===== src/rtl/fifo_sample_reader_if.sv =====
// ---------------------------------------------------------------------------
// fifo_sample_reader_if
//
// Bundles the two data paths of the sample reader: the FIFO read port on
// one side and the valid/ready sample stream toward the DAC/serializer on
// the other. Signal suffixes are written from the reader's point of view.
//
// Signals:
//   empty_i  - FIFO empty flag
//   rd_en_o  - FIFO pop strobe
//   data_i   - FIFO read data, valid the cycle after rd_en_o
//   data_o   - registered sample toward downstream
//   valid_o  - data_o valid
//   ready_i  - downstream accepts data_o
//
// Modports:
//   master - the reader itself
//   slave  - the FIFO + downstream environment
// ---------------------------------------------------------------------------
interface fifo_sample_reader_if #(
  parameter int DATA_WIDTH = 16
) ();

  logic                         empty_i;
  logic                         rd_en_o;
  logic signed [DATA_WIDTH-1:0] data_i;
  logic signed [DATA_WIDTH-1:0] data_o;
  logic                         valid_o;
  logic                         ready_i;

  modport master (
    input  empty_i,
    input  data_i,
    input  ready_i,
    output rd_en_o,
    output data_o,
    output valid_o
  );

  modport slave (
    output empty_i,
    output data_i,
    output ready_i,
    input  rd_en_o,
    input  data_o,
    input  valid_o
  );

endinterface


===== src/rtl/fifo_sample_reader.sv =====
// ---------------------------------------------------------------------------
// fifo_sample_reader
//
// Read-side consumer of the function-generator sample FIFO. Pops one signed
// sample per programmable sample period, holds it on a valid/ready port
// until downstream takes it, counts consumed samples and raises a sticky
// underrun flag when a sample falls due while the FIFO is empty.
//
// Ports:
//   clk            - system clock, rising edge
//   rst            - asynchronous, active-high reset
//   en_i           - run enable
//   div_i          - idle cycles inserted after each accepted handshake
//   clr_underrun_i - clears underrun_o (a simultaneous set wins)
//   underrun_o     - sticky underrun flag
//   count_o        - number of samples popped, wraps
//   bus            - FIFO read port + output stream (master modport)
//
// With ready held high one sample takes 3 + div_i cycles:
// FETCH, LOAD, OUT, then div_i cycles of PACE.
// ---------------------------------------------------------------------------
module fifo_sample_reader #(
  parameter int DATA_WIDTH = 16,
  parameter int DIV_WIDTH  = 8,
  parameter int CNT_WIDTH  = 16
) (
  input  logic                  clk,
  input  logic                  rst,
  input  logic                  en_i,
  input  logic [DIV_WIDTH-1:0]  div_i,
  input  logic                  clr_underrun_i,
  output logic                  underrun_o,
  output logic [CNT_WIDTH-1:0]  count_o,
  fifo_sample_reader_if.master  bus
);

  typedef enum logic [2:0] {
    IDLE,
    FETCH,
    LOAD,
    OUT,
    PACE
  } state_e;

  localparam logic [DIV_WIDTH-1:0] PACE_ONE = DIV_WIDTH'(1);
  localparam logic [CNT_WIDTH-1:0] CNT_ONE  = CNT_WIDTH'(1);

  state_e                       state_q, state_d;
  logic [DIV_WIDTH-1:0]         pace_q, pace_d;
  logic signed [DATA_WIDTH-1:0] data_q, data_d;
  logic                         valid_q, valid_d;
  logic [CNT_WIDTH-1:0]         count_q, count_d;
  logic                         underrun_q, underrun_d;
  logic                         fetchFromRun_q, fetchFromRun_d;
  logic                         rdEn;
  logic                         handshake;
  logic                         underrunSet;

  assign handshake = valid_q && bus.ready_i;

  // State register and all datapath registers. Everything returns to a
  // quiet IDLE on reset; rd_en_o follows because it is decoded from state.
  always_ff @(posedge clk or posedge rst) begin
    if (rst) begin
      state_q        <= IDLE;
      pace_q         <= '0;
      data_q         <= '0;
      valid_q        <= 1'b0;
      count_q        <= '0;
      underrun_q     <= 1'b0;
      fetchFromRun_q <= 1'b0;
    end else begin
      state_q        <= state_d;
      pace_q         <= pace_d;
      data_q         <= data_d;
      valid_q        <= valid_d;
      count_q        <= count_d;
      underrun_q     <= underrun_d;
      fetchFromRun_q <= fetchFromRun_d;
    end
  end

  // Next-state and datapath logic. LOAD and OUT deliberately ignore en_i so
  // a sample that has already left the FIFO is always delivered; only FETCH
  // and PACE react to en_i dropping.
  always_comb begin
    state_d = state_q;
    pace_d  = pace_q;
    data_d  = data_q;
    valid_d = valid_q;
    count_d = count_q;
    rdEn    = 1'b0;

    unique case (state_q)
      IDLE: begin
        valid_d = 1'b0;
        if (en_i) begin
          state_d = FETCH;
        end
      end

      FETCH: begin
        // Only pop when enabled and data exists, so at most one read is
        // ever outstanding and an empty FIFO is never popped.
        rdEn = en_i && !bus.empty_i;
        if (!en_i) begin
          state_d = IDLE;
        end else if (!bus.empty_i) begin
          state_d = LOAD;
        end
      end

      LOAD: begin
        data_d  = bus.data_i;
        valid_d = 1'b1;
        count_d = count_q + CNT_ONE;
        state_d = OUT;
      end

      OUT: begin
        if (handshake) begin
          valid_d = 1'b0;
          if (div_i == '0) begin
            state_d = FETCH;
          end else begin
            // div_i is captured here only, so later changes affect the
            // next period and never the one in progress.
            pace_d  = div_i;
            state_d = PACE;
          end
        end
      end

      PACE: begin
        if (!en_i) begin
          pace_d  = '0;
          state_d = IDLE;
        end else begin
          pace_d = pace_q - PACE_ONE;
          // Leaving at one (rather than zero) makes the dwell exactly
          // div_i cycles; the <= also keeps a stray zero from stalling.
          if (pace_q <= PACE_ONE) begin
            state_d = FETCH;
          end
        end
      end

      default: begin
        state_d = IDLE;
      end
    endcase
  end

  // Remember whether FETCH was entered from a running period (OUT or PACE)
  // so underrun is judged only on that first cycle, never after a start
  // from IDLE and never on later cycles spent waiting for data.
  always_comb begin
    fetchFromRun_d = (state_d == FETCH) &&
                     ((state_q == OUT) || (state_q == PACE));
  end

  // Sticky underrun flag; a set in the same cycle as a clear takes priority
  // so a fresh underrun is never swallowed by software acknowledging an
  // older one.
  always_comb begin
    underrunSet = (state_q == FETCH) && fetchFromRun_q &&
                  bus.empty_i && en_i;
    underrun_d  = underrun_q;
    if (underrunSet) begin
      underrun_d = 1'b1;
    end else if (clr_underrun_i) begin
      underrun_d = 1'b0;
    end
  end

  assign bus.rd_en_o = rdEn;
  assign bus.data_o  = data_q;
  assign bus.valid_o = valid_q;
  assign underrun_o  = underrun_q;
  assign count_o     = count_q;

  // A pop must never be issued against an empty FIFO.
  assert property (@(posedge clk) disable iff (rst)
    bus.rd_en_o |-> !bus.empty_i);

  // A presented sample stays valid and unchanged until it is taken.
  assert property (@(posedge clk) disable iff (rst)
    (valid_q && !bus.ready_i) |=> (valid_q && (data_q == $past(data_q))));

endmodule


===== src/flat_wrapper.sv =====
// flat-port wrapper written by rule: the top's interface ports become plain ports
module fifo_sample_reader_flat 
#(
  parameter int DATA_WIDTH = 16,
  parameter int DIV_WIDTH  = 8,
  parameter int CNT_WIDTH  = 16
)
  (clk, rst, en_i, div_i, clr_underrun_i, underrun_o, count_o, bus_empty_i, bus_data_i, bus_ready_i, bus_rd_en_o, bus_data_o, bus_valid_o);
  fifo_sample_reader_if #(.DATA_WIDTH(DATA_WIDTH)) bus_i ();
  input  logic clk;
  input  logic rst;
  input  logic en_i;
  input  logic [DIV_WIDTH-1:0] div_i;
  input  logic clr_underrun_i;
  output logic underrun_o;
  output logic [CNT_WIDTH-1:0] count_o;
  input wire logic [$bits(bus_i.empty_i)-1:0] bus_empty_i;
  input wire logic [$bits(bus_i.data_i)-1:0] bus_data_i;
  input wire logic [$bits(bus_i.ready_i)-1:0] bus_ready_i;
  output wire logic [$bits(bus_i.rd_en_o)-1:0] bus_rd_en_o;
  output wire logic [$bits(bus_i.data_o)-1:0] bus_data_o;
  output wire logic [$bits(bus_i.valid_o)-1:0] bus_valid_o;
  assign bus_i.empty_i = bus_empty_i;
  assign bus_i.data_i = bus_data_i;
  assign bus_i.ready_i = bus_ready_i;
  assign bus_rd_en_o = bus_i.rd_en_o;
  assign bus_data_o = bus_i.data_o;
  assign bus_valid_o = bus_i.valid_o;
  fifo_sample_reader #(.DATA_WIDTH(DATA_WIDTH), .DIV_WIDTH(DIV_WIDTH), .CNT_WIDTH(CNT_WIDTH)) u_core (.clk(clk), .rst(rst), .en_i(en_i), .div_i(div_i), .clr_underrun_i(clr_underrun_i), .underrun_o(underrun_o), .count_o(count_o), .bus(bus_i));
endmodule

===== config.mk =====
export PLATFORM = sky130hd
export DESIGN_NAME = fifo_sample_reader_flat
export DESIGN_NICKNAME = d
export VERILOG_FILES = /design/src/rtl/fifo_sample_reader_if.sv /design/src/rtl/fifo_sample_reader.sv /design/src/flat_wrapper.sv
export SDC_FILE = /design/constraint.sdc
export NUM_CORES = 1
export LEC_CHECK = 0
export CORE_ASPECT_RATIO = 1.2
export CORE_UTILIZATION = 47
export CTS_CLUSTER_DIAMETER = 100
export DETAILED_ROUTE_END_ITERATION = 6
export GPL_ROUTABILITY_DRIVEN = 0
export GPL_TIMING_DRIVEN = 0
export PLACE_DENSITY = 0.86
export SLEW_MARGIN = 20
export SYNTH_ARGS = -nofsm -noshare
export SYNTH_HDL_FRONTEND = slang
export SYNTH_SLANG_ARGS = --single-unit

===== constraint.sdc =====
create_clock -name clk -period 2.3 [get_ports clk]
set_input_delay 0.69 -clock clk [delete_from_list [all_inputs] [get_ports clk]]
set_output_delay 0.69 -clock clk [all_outputs]
set_load 0.1 [all_outputs]

==> impl_metrics.tcl <==
set metrics [dict create \
    status "finished clean" \
    routed_wl_um 4573 \
    buffer_ports.inserted 64 \
    max_slew_headroom_at_the_worst_pin_pct 35.12 \
    clock-sinks 46 \
    first_pass_grt_wire_length_um 7914 \
    sequential_fraction_of_design_power_pct 29.5 \
    cellLeakagePower_nw 1.352 \
    worstPathMaxFanout 10 \
    dp_hpwl_um 3467 \
    cts_setup_buffers 0 \
    tightestPinTransition_ps 977.1 \
    cts.reportedPaths.clkPinSlew_ps 90 \
    totalPowerFinal_mw 4.469 \
    netSwitchingPower_mw 2.466 \
    detail_route.wl_per_cell_um 14.66 \
    post_layout_nonfiller_instances 312 \
    finalNetCount 289 \
    num_antenna_cells 0 \
    cts_inserted_buffers 5 \
    clock_power_share_pct 10.4 \
    grt_max_degree 36 \
    initial_antenna_violation_count 0 \
    setup_repair_after_global_routing_missed_its_margin "false" \
    ys_ff_latch 46 \
    slew_viol_final 0 \
    fillers 370 \
    die_area_um2 4909 \
    die_w_um 64.13 \
    power.share.combinational_pct 60.1 \
    swShare_pct 55.19 \
    timing.final.setup_violations 0 \
    maxCapViolations 0 \
    ios 65 \
    global_route.overflow_total 0 \
    cts_hold_buf 0 \
    flow.area_growth_from_synthesis_pct 35.40 \
    post_synth_main_area_contributors "dfrtp_1 (53%), mux2_2 (8.8%), xnor2_1 (4.0%)" \
    placed_cells_incl_taps 305 \
    floorplan.rows 26 \
    post-synth-top-area-cell "dfrtp_1" \
    power_report.internal_total_mw 2.003 \
    timing.clock.skew_ps 8.125 \
    drt-initial-drc-count 103 \
    vias_per_cell 5.551 \
    critPathCaptureType "register" \
    clk_latency_ps 290 \
    synth_edf_count 0 \
    max_freq_mhz 438.1 \
    ctsHtreeMaxLevel 2 \
    final-seq-area_um2 1151 \
    drtAntennaViolNets 0 \
    tightest_hold_margin_ps 477.5 \
    drt_drc_violations_left 0 \
    syn_inst 184 \
    number_of_global_route_vias_before_repair 1697 \
    syn_nets 217 \
    final_min_period_over_clock_period_pct 99.24 \
    synth-async-reset-ratio_pct 100.0 \
    track_usage_pct 20.86 \
    totalNegativeSetupSlack_ps 0 \
    mean_instance_size_in_the_synthesized_netlist_um2 11.83 \
    die_h_um 76.56 \
    total_vias_in_the_final_route 1732 \
    worst_ep_arrival_time_ps 2460 \
    synth_top_area_share_pct 52.87 \
    detailed_routing_iteration_count_for_the_pre_antenna_repair_pass 4 \
    area_used_by_multi_input_combinational_logic_um2 977.2 \
    cts.path.max_buffers 2 \
    most_used_flip_flop_cell_after_synthesis "dfrtp_1" \
    vdd_ir_drop_max_mv 0.5947 \
    cts_tree "built" \
    core-area_um2 4359 \
    drive_gt1_share_pct 19.14 \
    clockRootBuffer "clkbuf_8" \
    critPathRequiredTime_ps 2480 \
    final_period_minus_worst_setup_slack_ps 2282 \
    synth_cell_types 42 \
    timing.final.hold_violations 0 \
    synth_seq_area_share_pct 52.87 \
    crit_path_start_kind "primary input" \
    final_core_util_pct 67.62 \
    netlist_area_before_placement_um2 2177 \
    initial_utilization_pct 49.94 \
    p_per_area_nw_per_um2 1516 \
    yosysWarnings 0 \
    timing_worst_setup_path_type "in -> reg" \
    worst_hold_path_type "reg -> reg" \
]
cells by family after synthesis:
logic type | after synthesis | share of synthesized area (%)
AND/OR/NAND/NOR | 59 | 16.67
flip-flops | 46 | 52.87
AO/OA/AOI/OAI | 28 | 9.541
multiplexers | 19 | 9.713
XOR/XNOR | 16 | 6.437
buffers and inverters | 13 | 3.046
adder cells (fa/ha/maj) | 3 | 1.724
stage by stage:
step           instance area (um2)  setup WS [ps]
3_3_place_gp                  2903          -1114
3_5_place_dp                  2923          -1124
6_report                      2948          17.54
2_1_floorplan                 2192         -166.0
4_1_cts                       2964          6.610
5_1_grt                       2948         0.9431
critical path, cell delays in order:
cell and delay (ps):
clkdlybuf4s50_1 450, nor4_1 520, a211oi_2 240, buf_6 200, a32o_1 200, a21o_1 150
cells in the final DEF (no fill, tap or decap), drive strengths merged, types with 6 or more instances in the layout:
cell            n
nand3           8
clkdlybuf4s50  27
clkbuf         11
nor3           11
o22ai           6
buf             9
inv             6
nand2           9
xor2            6
clkdlybuf4s15   8
dfrtp          46
xnor2          10
dlygate4sd2    22
mux2           17
worst paths after layout:
check	startpoint	to	slack [ps]	cells after the start
max	div_i[5]	u_core.pace_q[3]$_DFFE_PP0P_	20	6
min	u_core.count_o[15]$_DFFE_PP0P_	u_core.count_o[15]$_DFFE_PP0P_	480	1
max reg2reg	u_core.state_q[1]$_DFF_PP0_	u_core.bus.data_o[8]$_DFFE_PP0P_	500	4
min reg2reg	u_core.count_o[15]$_DFFE_PP0P_	u_core.count_o[15]$_DFFE_PP0P_	480	1
max in group asynchronous	rst	u_core.bus.data_o[6]$_DFFE_PP0P_	1180	3
min in group asynchronous	rst	u_core.bus.data_o[13]$_DFFE_PP0P_	650	2
final cells by class:
type | count | area share [%]
clock buffers | 5 | 2.334
multi-input cells | 125 | 33.15
inverters | 6 | 0.7640
repair buffers | 65 | 20.50
well taps | 56 | 2.377
plain buffers | 7 | 1.486
flip-flops and latches | 46 | 39.05
clock inverters | 2 | 0.3396
sequential cells by signal, summed over array words and instances, names as in the netlist:
signal,cells
u_core.state_q,3
u_core.fetchFromRun_q,1
u_core.underrun_o,1
u_core.count_o,16
u_core.bus.data_o,16
u_core.pace_q,8
u_core.bus.valid_o,1
what timing repair did:
action	4_1_cts	5_1_grt
endpoints found under the setup margin	35	14
gates cloned	0	0
resized for setup	47	17
pin swaps	1	0
Yosys cell counts (4+ instances only):
library cell,n
xnor2_1,10
o22ai_1,6
buf_2,5
dfrtp_1,46
nor3_1,11
a21o_1,4
nand2_1,9
inv_1,6
mux2_2,17
xor2_1,6
nand3_1,7
nand4_1,4
and3_1,4
o21ai_0,4
power by group through the flow:
| stage | Clock (mW) | Sequential, mW | Combinational, mW |
|---|---|---|---|
| after floorplan | 0 | 2.73 | 0.788 |
| after global placement | 0 | 1.32 | 2.79 |
| after detailed placement | 0 | 1.34 | 2.83 |
| after CTS | 0.479 | 1.32 | 2.70 |
| after global routing | 0.516 | 1.37 | 2.81 |
| final | 0.463 | 1.32 | 2.69 |
per-layer routing:
metal,track usage [%],share of wire (%)
met1,24.38,40
met2,36.49,53
met3,4.341,4.8
met4,8.889,1.4
met5,0,0
No activity file was read; power rests on OpenSTA's default activity.
